<file path="src/rtl/lifo_stack_if.sv">
// Bundles the stack's request and status signals. The master side drives
// requests and write data; the slave side (the stack) returns registered
// top-of-stack data, the occupancy count and the status/error flags.
interface lifo_stack_if #(
   parameter int DATA_WIDTH = 32,
   parameter int DEPTH      = 16
);
   localparam int CNT_W = $clog2(DEPTH + 1);

   logic [DATA_WIDTH-1:0] data_input;
   logic                  stack_push;
   logic                  stack_pop;
   logic                  flush;
   logic                  clear_err;
   logic [DATA_WIDTH-1:0] data_output;
   logic [CNT_W-1:0]      count;
   logic                  is_empty;
   logic                  is_full;
   logic                  overflow;
   logic                  underflow;

   modport master (
      output data_input, stack_push, stack_pop, flush, clear_err,
      input  data_output, count, is_empty, is_full, overflow, underflow
   );

   modport slave (
      input  data_input, stack_push, stack_pop, flush, clear_err,
      output data_output, count, is_empty, is_full, overflow, underflow
   );
endinterface

</file>
<file path="src/rtl/lifo_stack.sv">
// Parametrised LIFO stack for return-address / call-frame storage.
// The top entry is held in its own register so readers never see a
// combinational path through the storage array. On a pop, the entry below
// the top is looked up before the edge and loaded into that register.
// Status flags are computed from the next count, so they always agree
// with the count that appears in the same cycle.
module lifo_stack #(
   parameter int DATA_WIDTH = 32,
   parameter int DEPTH      = 16
) (
   input logic        clk,
   input logic        reset,
   lifo_stack_if.slave bus
);
   localparam int CNT_W = $clog2(DEPTH + 1);
   localparam int AW    = $clog2(DEPTH);
   localparam logic [CNT_W-1:0] DEPTH_C = CNT_W'(DEPTH);

   // Storage and registered state
   logic [DATA_WIDTH-1:0] r_mem [DEPTH];
   logic [CNT_W-1:0]      r_count;
   logic [DATA_WIDTH-1:0] r_top;
   logic                  r_empty;
   logic                  r_full;
   logic                  r_ovf;
   logic                  r_udf;

   // Next-state values
   logic [CNT_W-1:0]      w_count_nxt;
   logic [DATA_WIDTH-1:0] w_top_nxt;
   logic                  w_wr_en;
   logic [AW-1:0]         w_wr_addr;
   logic [AW-1:0]         w_rd_idx;
   logic                  w_ovf_set;
   logic                  w_udf_set;
   logic                  w_ovf_nxt;
   logic                  w_udf_nxt;

   // Slot below the current top; only meaningful when count >= 2.
   assign w_rd_idx = AW'(r_count - CNT_W'(2));

   // Decode the request against the pre-edge state into next count, top and error events.
   always_comb begin
      // NOTE: every output of this block gets a default first, so no path leaves one unassigned and no latch is inferred.
      w_count_nxt = r_count;
      w_top_nxt   = r_top;
      w_wr_en     = 1'b0;
      w_wr_addr   = '0;
      w_ovf_set   = 1'b0;
      w_udf_set   = 1'b0;

      if (bus.flush) begin
         w_count_nxt = '0;
         w_top_nxt   = '0;
      end else begin
         unique case ({bus.stack_push, bus.stack_pop})
            2'b10: begin
               if (r_full) begin
                  w_ovf_set = 1'b1;
               end else begin
                  w_wr_en     = 1'b1;
                  w_wr_addr   = AW'(r_count);
                  w_count_nxt = r_count + CNT_W'(1);
                  w_top_nxt   = bus.data_input;
               end
            end
            2'b01: begin
               if (r_empty) begin
                  w_udf_set = 1'b1;
               end else begin
                  w_count_nxt = r_count - CNT_W'(1);
                  w_top_nxt   = (r_count == CNT_W'(1)) ? '0 : r_mem[w_rd_idx];
               end
            end
            2'b11: begin
               if (r_empty) begin
                  // Nothing to replace: behaves as a plain push but still flags the pop.
                  w_udf_set   = 1'b1;
                  w_wr_en     = 1'b1;
                  w_wr_addr   = '0;
                  w_count_nxt = CNT_W'(1);
                  w_top_nxt   = bus.data_input;
               end else begin
                  // Replace-top: legal even when full, count unchanged.
                  w_wr_en   = 1'b1;
                  w_wr_addr = AW'(r_count - CNT_W'(1));
                  w_top_nxt = bus.data_input;
               end
            end
            default: ;
         endcase
      end

      // Sticky flags: a new error event in the same cycle beats clear_err.
      w_ovf_nxt = w_ovf_set | (r_ovf & ~bus.clear_err);
      w_udf_nxt = w_udf_set | (r_udf & ~bus.clear_err);
   end

   // Write the storage array; reset discards any write requested in its cycle.
   always_ff @(posedge clk) begin
      // NOTE: the storage array has no reset; count gates validity, so clearing it would only cost logic.
      if (!reset && w_wr_en) begin
         r_mem[w_wr_addr] <= bus.data_input;
      end
   end

   // Register count, top value, status and sticky error flags.
   always_ff @(posedge clk) begin
      if (reset) begin
         r_count <= '0;
         r_top   <= '0;
         r_empty <= 1'b1;
         r_full  <= 1'b0;
         r_ovf   <= 1'b0;
         r_udf   <= 1'b0;
      end else begin
         r_count <= w_count_nxt;
         r_top   <= w_top_nxt;
         r_empty <= (w_count_nxt == '0);
         r_full  <= (w_count_nxt == DEPTH_C);
         r_ovf   <= w_ovf_nxt;
         r_udf   <= w_udf_nxt;
      end
   end

   assign bus.data_output = r_top;
   assign bus.count       = r_count;
   assign bus.is_empty    = r_empty;
   assign bus.is_full     = r_full;
   assign bus.overflow    = r_ovf;
   assign bus.underflow   = r_udf;
endmodule
</file>
<file path="src/flat_wrapper.sv">
// flat-port wrapper written by rule: the top's interface ports become plain ports
module lifo_stack_flat 
#(
   parameter int DATA_WIDTH = 32,
   parameter int DEPTH      = 16
)
  (clk, reset, bus_data_input, bus_stack_push, bus_stack_pop, bus_flush, bus_clear_err, bus_data_output, bus_count, bus_is_empty, bus_is_full, bus_overflow, bus_underflow);
  lifo_stack_if #(.DATA_WIDTH(DATA_WIDTH), .DEPTH(DEPTH)) bus_i ();
  input logic clk;
  input logic reset;
  input wire logic [$bits(bus_i.data_input)-1:0] bus_data_input;
  input wire logic [$bits(bus_i.stack_push)-1:0] bus_stack_push;
  input wire logic [$bits(bus_i.stack_pop)-1:0] bus_stack_pop;
  input wire logic [$bits(bus_i.flush)-1:0] bus_flush;
  input wire logic [$bits(bus_i.clear_err)-1:0] bus_clear_err;
  output wire logic [$bits(bus_i.data_output)-1:0] bus_data_output;
  output wire logic [$bits(bus_i.count)-1:0] bus_count;
  output wire logic [$bits(bus_i.is_empty)-1:0] bus_is_empty;
  output wire logic [$bits(bus_i.is_full)-1:0] bus_is_full;
  output wire logic [$bits(bus_i.overflow)-1:0] bus_overflow;
  output wire logic [$bits(bus_i.underflow)-1:0] bus_underflow;
  assign bus_i.data_input = bus_data_input;
  assign bus_i.stack_push = bus_stack_push;
  assign bus_i.stack_pop = bus_stack_pop;
  assign bus_i.flush = bus_flush;
  assign bus_i.clear_err = bus_clear_err;
  assign bus_data_output = bus_i.data_output;
  assign bus_count = bus_i.count;
  assign bus_is_empty = bus_i.is_empty;
  assign bus_is_full = bus_i.is_full;
  assign bus_overflow = bus_i.overflow;
  assign bus_underflow = bus_i.underflow;
  lifo_stack #(.DATA_WIDTH(DATA_WIDTH), .DEPTH(DEPTH)) u_core (.clk(clk), .reset(reset), .bus(bus_i));
endmodule
</file>
<file path="config.mk">
export PLATFORM = sky130hd
export DESIGN_NAME = lifo_stack_flat
export DESIGN_NICKNAME = d
export VERILOG_FILES = /design/src/rtl/lifo_stack_if.sv /design/src/rtl/lifo_stack.sv /design/src/flat_wrapper.sv
export SDC_FILE = /design/constraint.sdc
export NUM_CORES = 1
export LEC_CHECK = 0
export CAP_MARGIN = 30
export CORE_UTILIZATION = 28
export CTS_BUF_LIST = sky130_fd_sc_hd__clkbuf_4 sky130_fd_sc_hd__clkbuf_8 sky130_fd_sc_hd__clkbuf_16
export CTS_CLUSTER_DIAMETER = 30
export DETAILED_ROUTE_END_ITERATION = 6
export HOLD_SLACK_MARGIN = 0.08
export PLACE_DENSITY = 0.47
export SYNTH_ARGS = -nofsm -noshare
export SYNTH_HDL_FRONTEND = slang
export SYNTH_SLANG_ARGS = --single-unit
</file>
<file path="constraint.sdc">
create_clock -name clk -period 5.05 [get_ports clk]
set_input_delay 1.01 -clock clk [delete_from_list [all_inputs] [get_ports clk]]
set_output_delay 1.01 -clock clk [all_outputs]
set_load 0.01 [all_outputs]
</file>
==> impl_metrics.py <==
metrics = {
    "worst_setup_path": {
        "crit_path_start": "bus_stack_pop",
        "rr_worst_depth": 8,
        "cpPeakStageDelay_ns": 0.86,
        "cp-start-kind": "input pin",
        "crit_slowest_cell": "nor2_4",
        "r2r_end": "u_core.r_mem[0][13]$_DFFE_PP_",
        "crit_chain": "clkdlybuf4s50_1, nand2b_1, nor2_1, o21ai_1, o21bai_1, nor2_4, buf_4",
        "endpoint": "u_core.r_mem[0][13]$_DFFE_PP_",
        "cp_max_fo": 28,
        "r2r_start": "u_core.bus.count[2]$_SDFF_PP0_",
        "required_ns": 5.41,
        "crit_path_end_kind": "flip-flop",
        "critPathArrivalTime_ns": 3.90,
        "crit_type": "input pin to flip-flop",
        "r2r_slack_ns": 1.54,
    },
    "finish": {
        "final_cell_mix": "edfxtp_1 (512), mux4_2 (129), clkbuf_16 (113)",
        "nets": 1331,
        "layout-drive-gt1-share_pct": 28.4,
        "final_common_cell": "edfxtp_1",
        "area_delta_synth_final_pct": 27.8,
    },
    "pwr": {
        "switchingPower_mw": 2.77,
        "pwr-share-comb_pct": 4.3,
        "clock_power_share_pct": 55.9,
        "seq_power_share_pct": 39.9,
        "internal-power_mw": 9.95,
        "netSwitchingFraction_pct": 21.8,
        "p_leak_nw": 8.90,
        "ir_drop_uv": 239,
        "p_per_area_nw_per_um2": 457,
    },
    "sta": {
        "rsz0062_at_grt": "false",
        "drv_slew": 0,
        "worstMarginPinSlew_ns": 0.965,
        "setup_violations": 0,
        "skew_ns": 0.0180,
        "period_minus_slack_ns": 3.54,
        "fmax_mhz": 282,
        "finalHoldViolations": 0,
        "whs_ns": 0.463,
        "finalSetupTns_ns": 0,
        "fin_crit_sh_pct": 70.1,
        "max_slew_margin_pct": 35.5,
    },
    "synth": {
        "synth-xor-area-share_pct": 0.155,
        "netlist_instances": 1131,
        "muxShareOfSynthArea_pct": 13.4,
        "synth_fa_ha_area_share_pct": 0.517,
        "synth_area_per_cell_um2": 19.3,
        "async_flop_share_pct": 0,
        "syn_area_um2": 21800,
        "synthSimpleGateAreaFrac_pct": 4.91,
        "ys_ff_latch": 553,
        "yosysSeqAreaShare_pct": 74.4,
        "synth_cell_types": 56,
        "synth-edff-count": 512,
        "synth_compound_area_share_pct": 4.87,
        "synth_fp_nets": 1178,
        "synth_top_family_by_area": "multiplexers",
        "synth_flop_cell": "edfxtp_1",
        "ys_warn_count": 0,
    },
    "job": {
        "max-cap-violations": 0,
    },
    "detailed_routing": {
        "dr_wl_met2_um": 25700,
        "drtPass1Iterations": 7,
        "drt_iter0_drc": 1176,
        "highest_layer": "met4",
        "routedWlPerCell_um": 24.1,
        "drt-total-wl_um": 58000,
        "wl_met3_um": 3920,
        "vias": 11612,
        "wl_met1_um": 27500,
        "antenna_left": 0,
        "drcViolationCount": 0,
        "vias_per_cell": 4.82,
    },
    "clock_network": {
        "htree_levels": 3,
        "cts.sinks": 553,
        "cts_buffer_depth": 3,
        "post-cts-setup-buffers": 0,
        "ctsHoldBuffers": 0,
        "post_cts_resized": 0,
        "cts_tree": "built",
        "cts_buffers": 111,
        "clk_pin_slew_ns": 0.05,
        "clkLatencyLatePin_ns": 0.65,
        "cts_root_buf": "clkbuf_16",
    },
    "grt": {
        "grt_max_degree": 133,
        "grt.total_usage_pct": 14.9,
        "grt_pass1_vias": 12066,
        "antenna_found_initial": 2,
        "grt-ovfl-total": 0,
        "grt_pass1_wl_um": 84700,
    },
    "hold_path": {
        "hp-class": "flip-flop to flip-flop",
    },
    "floorplanning": {
        "core_region_area_um2": 76500,
        "die-height_um": 281,
        "die_area_um2": 78900,
        "initial_utilization_pct": 28.5,
        "ios": 79,
        "die_width_um": 281,
        "row_count": 101,
    },
    "placed_design": {
        "hpwl_um": 34300,
        "io_buffer_count": 78,
        "gp_congestion": 0.748,
    },
    "run_status": {
        "status": "finished, final reports clean",
    },
}
==> power groups by stage <==
stage	combinational, mW	clock, mW	sequential (mW)
after CTS	0.552	7.24	5.07
final	0.543	7.11	5.07
after global routing	0.585	7.45	5.07
after detailed placement	0.550	0	5.15
after floorplan	0.285	0	5.14
after global placement	0.537	0	5.16
==> metal layers <==
layer  up-vias  track usage [%]
met5         -                0
met4         0             4.44
met3        63             3.87
met2       393             21.6
met1      6119             21.7
li1       5037                -
==> flip-flops by register name (all words and copies together), names as in the netlist <==
name,count
u_core.bus.overflow,1
u_core.bus.is_empty,1
u_core.bus.is_full,1
u_core.bus.underflow,1
u_core.bus.count,5
u_core.r_mem,512
u_core.bus.data_output,32
==> stage by stage <==
step | setup WS, ns | instances | power [mW] | utilization, % | cell area [um^2]
floorplan | 1.04 | 1131 | 5.43 | - | 21800
global placement | 0.826 | 2197 | 5.69 | 31.4 | 24000
detailed placement | 0.852 | 2201 | 5.70 | 31.5 | 24100
CTS | 1.40 | 2408 | 12.9 | 36.4 | 27800
global route | 1.25 | 2408 | 13.1 | 36.4 | 27800
finish | 1.51 | 2411 | 12.7 | 36.4 | 27800
==> kinds of logic after synthesis <==
group | Yosys count
AOI/OAI and AO/OA | 157
xor gates and xnor gates | 3
adders and majority gates | 9
buffers and inverters | 85
DFF | 553
muxes | 130
and+or+nand+nor | 194
==> cell type report <==
type | instances | area [um^2]
flip-flops and latches | 553 | 16200
clock buffers | 127 | 2930
clock inverters | 80 | 803
well taps | 1030 | 1290
diodes | 3 | 7.51
fillers | 7035 | 48600
repair buffers | 115 | 1210
multi-input cells | 493 | 5360
inverters | 10 | 37.5
==> critical path: cells and delay by family <==
family | cells | cell delay, ns
compound gates | 2 | 0.64
simple gates | 3 | 1.32
buf+inv | 2 | 0.90
==> Yosys cell counts, types with 15 or more instances <==
library cell	number	area [um^2]
nor2b_1	33	206
o21ai_0	67	335
nand2_1	37	139
dfxtp_1	41	821
a22o_1	32	280
mux4_2	129	2910
nor2_1	27	101
and3_1	32	200
edfxtp_1	512	15400
a211oi_1	32	240
buf_2	15	75.1
nor4_1	32	200
clkbuf_1	42	158
==> worst min-delay path by stage <==
| stage | startpoint | slack, ns | to | cells past startpoint |
|---|---|---|---|---|
| floorplan | u_core.bus.underflow$_SDFF_PP0_ | 0.48 | u_core.bus.underflow$_SDFF_PP0_ | 2 |
| global placement | u_core.bus.underflow$_SDFF_PP0_ | 0.45 | u_core.bus.underflow$_SDFF_PP0_ | 2 |
| detailed placement | u_core.bus.underflow$_SDFF_PP0_ | 0.46 | u_core.bus.underflow$_SDFF_PP0_ | 2 |
| CTS | u_core.bus.underflow$_SDFF_PP0_ | 0.47 | u_core.bus.underflow$_SDFF_PP0_ | 2 |
| global route | u_core.bus.underflow$_SDFF_PP0_ | 0.50 | u_core.bus.underflow$_SDFF_PP0_ | 2 |
| finish | u_core.bus.underflow$_SDFF_PP0_ | 0.46 | u_core.bus.underflow$_SDFF_PP0_ | 2 |
No activity file was read; power rests on OpenSTA's default activity.
==> patch (same settings) <==
Remove the case item `2'b10` of the case on `{bus.stack_push, bus.stack_pop}`.
--- a/src/rtl/lifo_stack.sv
+++ b/src/rtl/lifo_stack.sv
@@ -56,12 +56,2 @@
          unique case ({bus.stack_push, bus.stack_pop})
-            2'b10: begin
-               if (r_full) begin
-                  w_ovf_set = 1'b1;
-               end else begin
-                  w_wr_en     = 1'b1;
-                  w_wr_addr   = AW'(r_count);
-                  w_count_nxt = r_count + CNT_W'(1);
-                  w_top_nxt   = bus.data_input;
-               end
-            end
             2'b01: begin
Formal check against the unedited RTL: not equivalent (a bounded check fails within 4 cycles, from zero or initial values and one cycle with reset high).
==> patch against the original RTL <==
Clock skew shrank 0.00085 ns; area after synthesis shrank 1.9%; sequential cell count is the same; critical path depth shrank 5; cell area shrank 0.48%; fmax shrank 11%; combinational power shrank 32%; count of clock-buffer cells in the layout grew 28; routed wire length shrank 6.6%; utilization grew 0.55 points; total power grew 5.2%; worst setup slack lost 0.42 ns; global-route usage shrank 0.76 points; critical path type is now reg -> out; critical endpoint is now bus_count[0].
==> patch: results (changes against the original RTL) <==
Fin Hold WS = 0.471 ns (was 0.463 ns)
dpl ws = 1.02 ns (was 0.852 ns)
peak fanout along the critical path = 104 (was 28)
cell depth of the worst hold path = 1 (was 2)
overall routing resource usage = 0.141 (was 0.149)
complex-gate fraction of the synthesized area = 0.0361 (was 0.0487)
worst vdd ir = 0.253 mV (was 0.239 mV)
part of the Yosys area used for sequential elements = 0.758 (was 0.744)
Synth Net Count = 1084 (was 1178)
most common library cells after synthesis = 512 x edfxtp_1, 128 x mux4_2, 73 x nand2_1 (was 512 x edfxtp_1, 129 x mux4_2, 67 x o21ai_0)
layout cell share with drive strength beyond 1 = 0.303 (was 0.284)
outcome = complete, no violations (unchanged)
first-pass iteration count of the detailed router = 5 (was 7)
dominant cells by area after synthesis = edfxtp_1 72%, mux4_2 13%, dfxtp_1 3.8%, mux2i_1 2.3%, nand2_1 1.3% (was edfxtp_1 71%, mux4_2 13%, dfxtp_1 3.8%, o21ai_0 1.5%, a22o_1 1.3%)
Cells after DPL = 2061 (was 2201)
number of non-filler instances in the completed layout = 2280 (was 2411)
Clock Skews = 0.0172 ns (was 0.0180 ns)
pin count of the biggest net entering global routing = 105 (was 133)
DRC marker count from the first detailed-route iteration = 914 (was 1176)
final net count = 1255 (was 1331)
global-route wire length before repair = 79.2 mm (was 84.7 mm)
number of buffers created by CTS = 117 (was 111)
slack of the worst reg-to-reg path = 1.67 ns (was 1.54 ns)
count of unique library cells instantiated by Yosys = 44 (was 56)
via count = 10754 (was 11612)
arrival time at the worst endpoint = 2.96 ns (was 3.90 ns)
number of antenna violations at the first check in global routing = 0 (was 2)
aggregate routed wire length = 54.1 mm (was 58.0 mm)
==> patch: power by group <==
part / switching (mW) / internal [mW] / total, mW / leakage [nW]
registers: 0.0219 / 5.04 / 5.06 / 4.94
clock network: 2.34 / 5.61 / 7.96 / 2.08
logic: 0.226 / 0.146 / 0.371 / 2.12
==> patch: routing by layer <==
| metal | part of all wire | global-route usage |
|---|---|---|
| met5 | 0 | 0 |
| met4 | 0.018 | 0.0453 |
| met3 | 0.057 | 0.0296 |
| met2 | 0.43 | 0.200 |
| met1 | 0.49 | 0.214 |
==> patch: worst max-delay path, stage by stage (launching register included) <==
cell,delay [ns]
dfxtp_4,0.74
buf_12,0.68
clkdlybuf4s50_1,0.69
==> patch: cell type report <==
cell class                      count  area, µm²
Timing Repair Buffer              112       1120
Antenna cell                        1       2.50
Multi-Input combinational cell    422       4950
Clock buffer                      155       3300
Sequential cell                   553      16200
Fill cell                        6828      47200
Clock inverter                     63        892
Tap cell                          969       1210
Inverter                            5       21.3
==> patch: how the worst max path moves through the flow <==
stage | to | slack [ns] | cells after the start
floorplan | u_core.r_mem[7][0]$_DFFE_PP_ | 1.36 | 6
finish | bus_count[0] | 1.08 | 2
global route | bus_count[0] | 0.83 | 2
detailed placement | u_core.r_mem[7][21]$_DFFE_PP_ | 1.02 | 7
global placement | u_core.r_mem[7][19]$_DFFE_PP_ | 1.03 | 7
CTS | bus_count[0] | 0.98 | 2
==> patch: stage by stage <==
step / area (µm²) / util / power, mW
finish: 27700 / 0.370 / 13.4
global route: 27700 / 0.370 / 13.8
CTS: 27700 / 0.370 / 13.5
detailed placement: 23500 / 0.314 / 5.52
global placement: 23500 / 0.313 / 5.51
floorplan: 21400 / - / 5.31
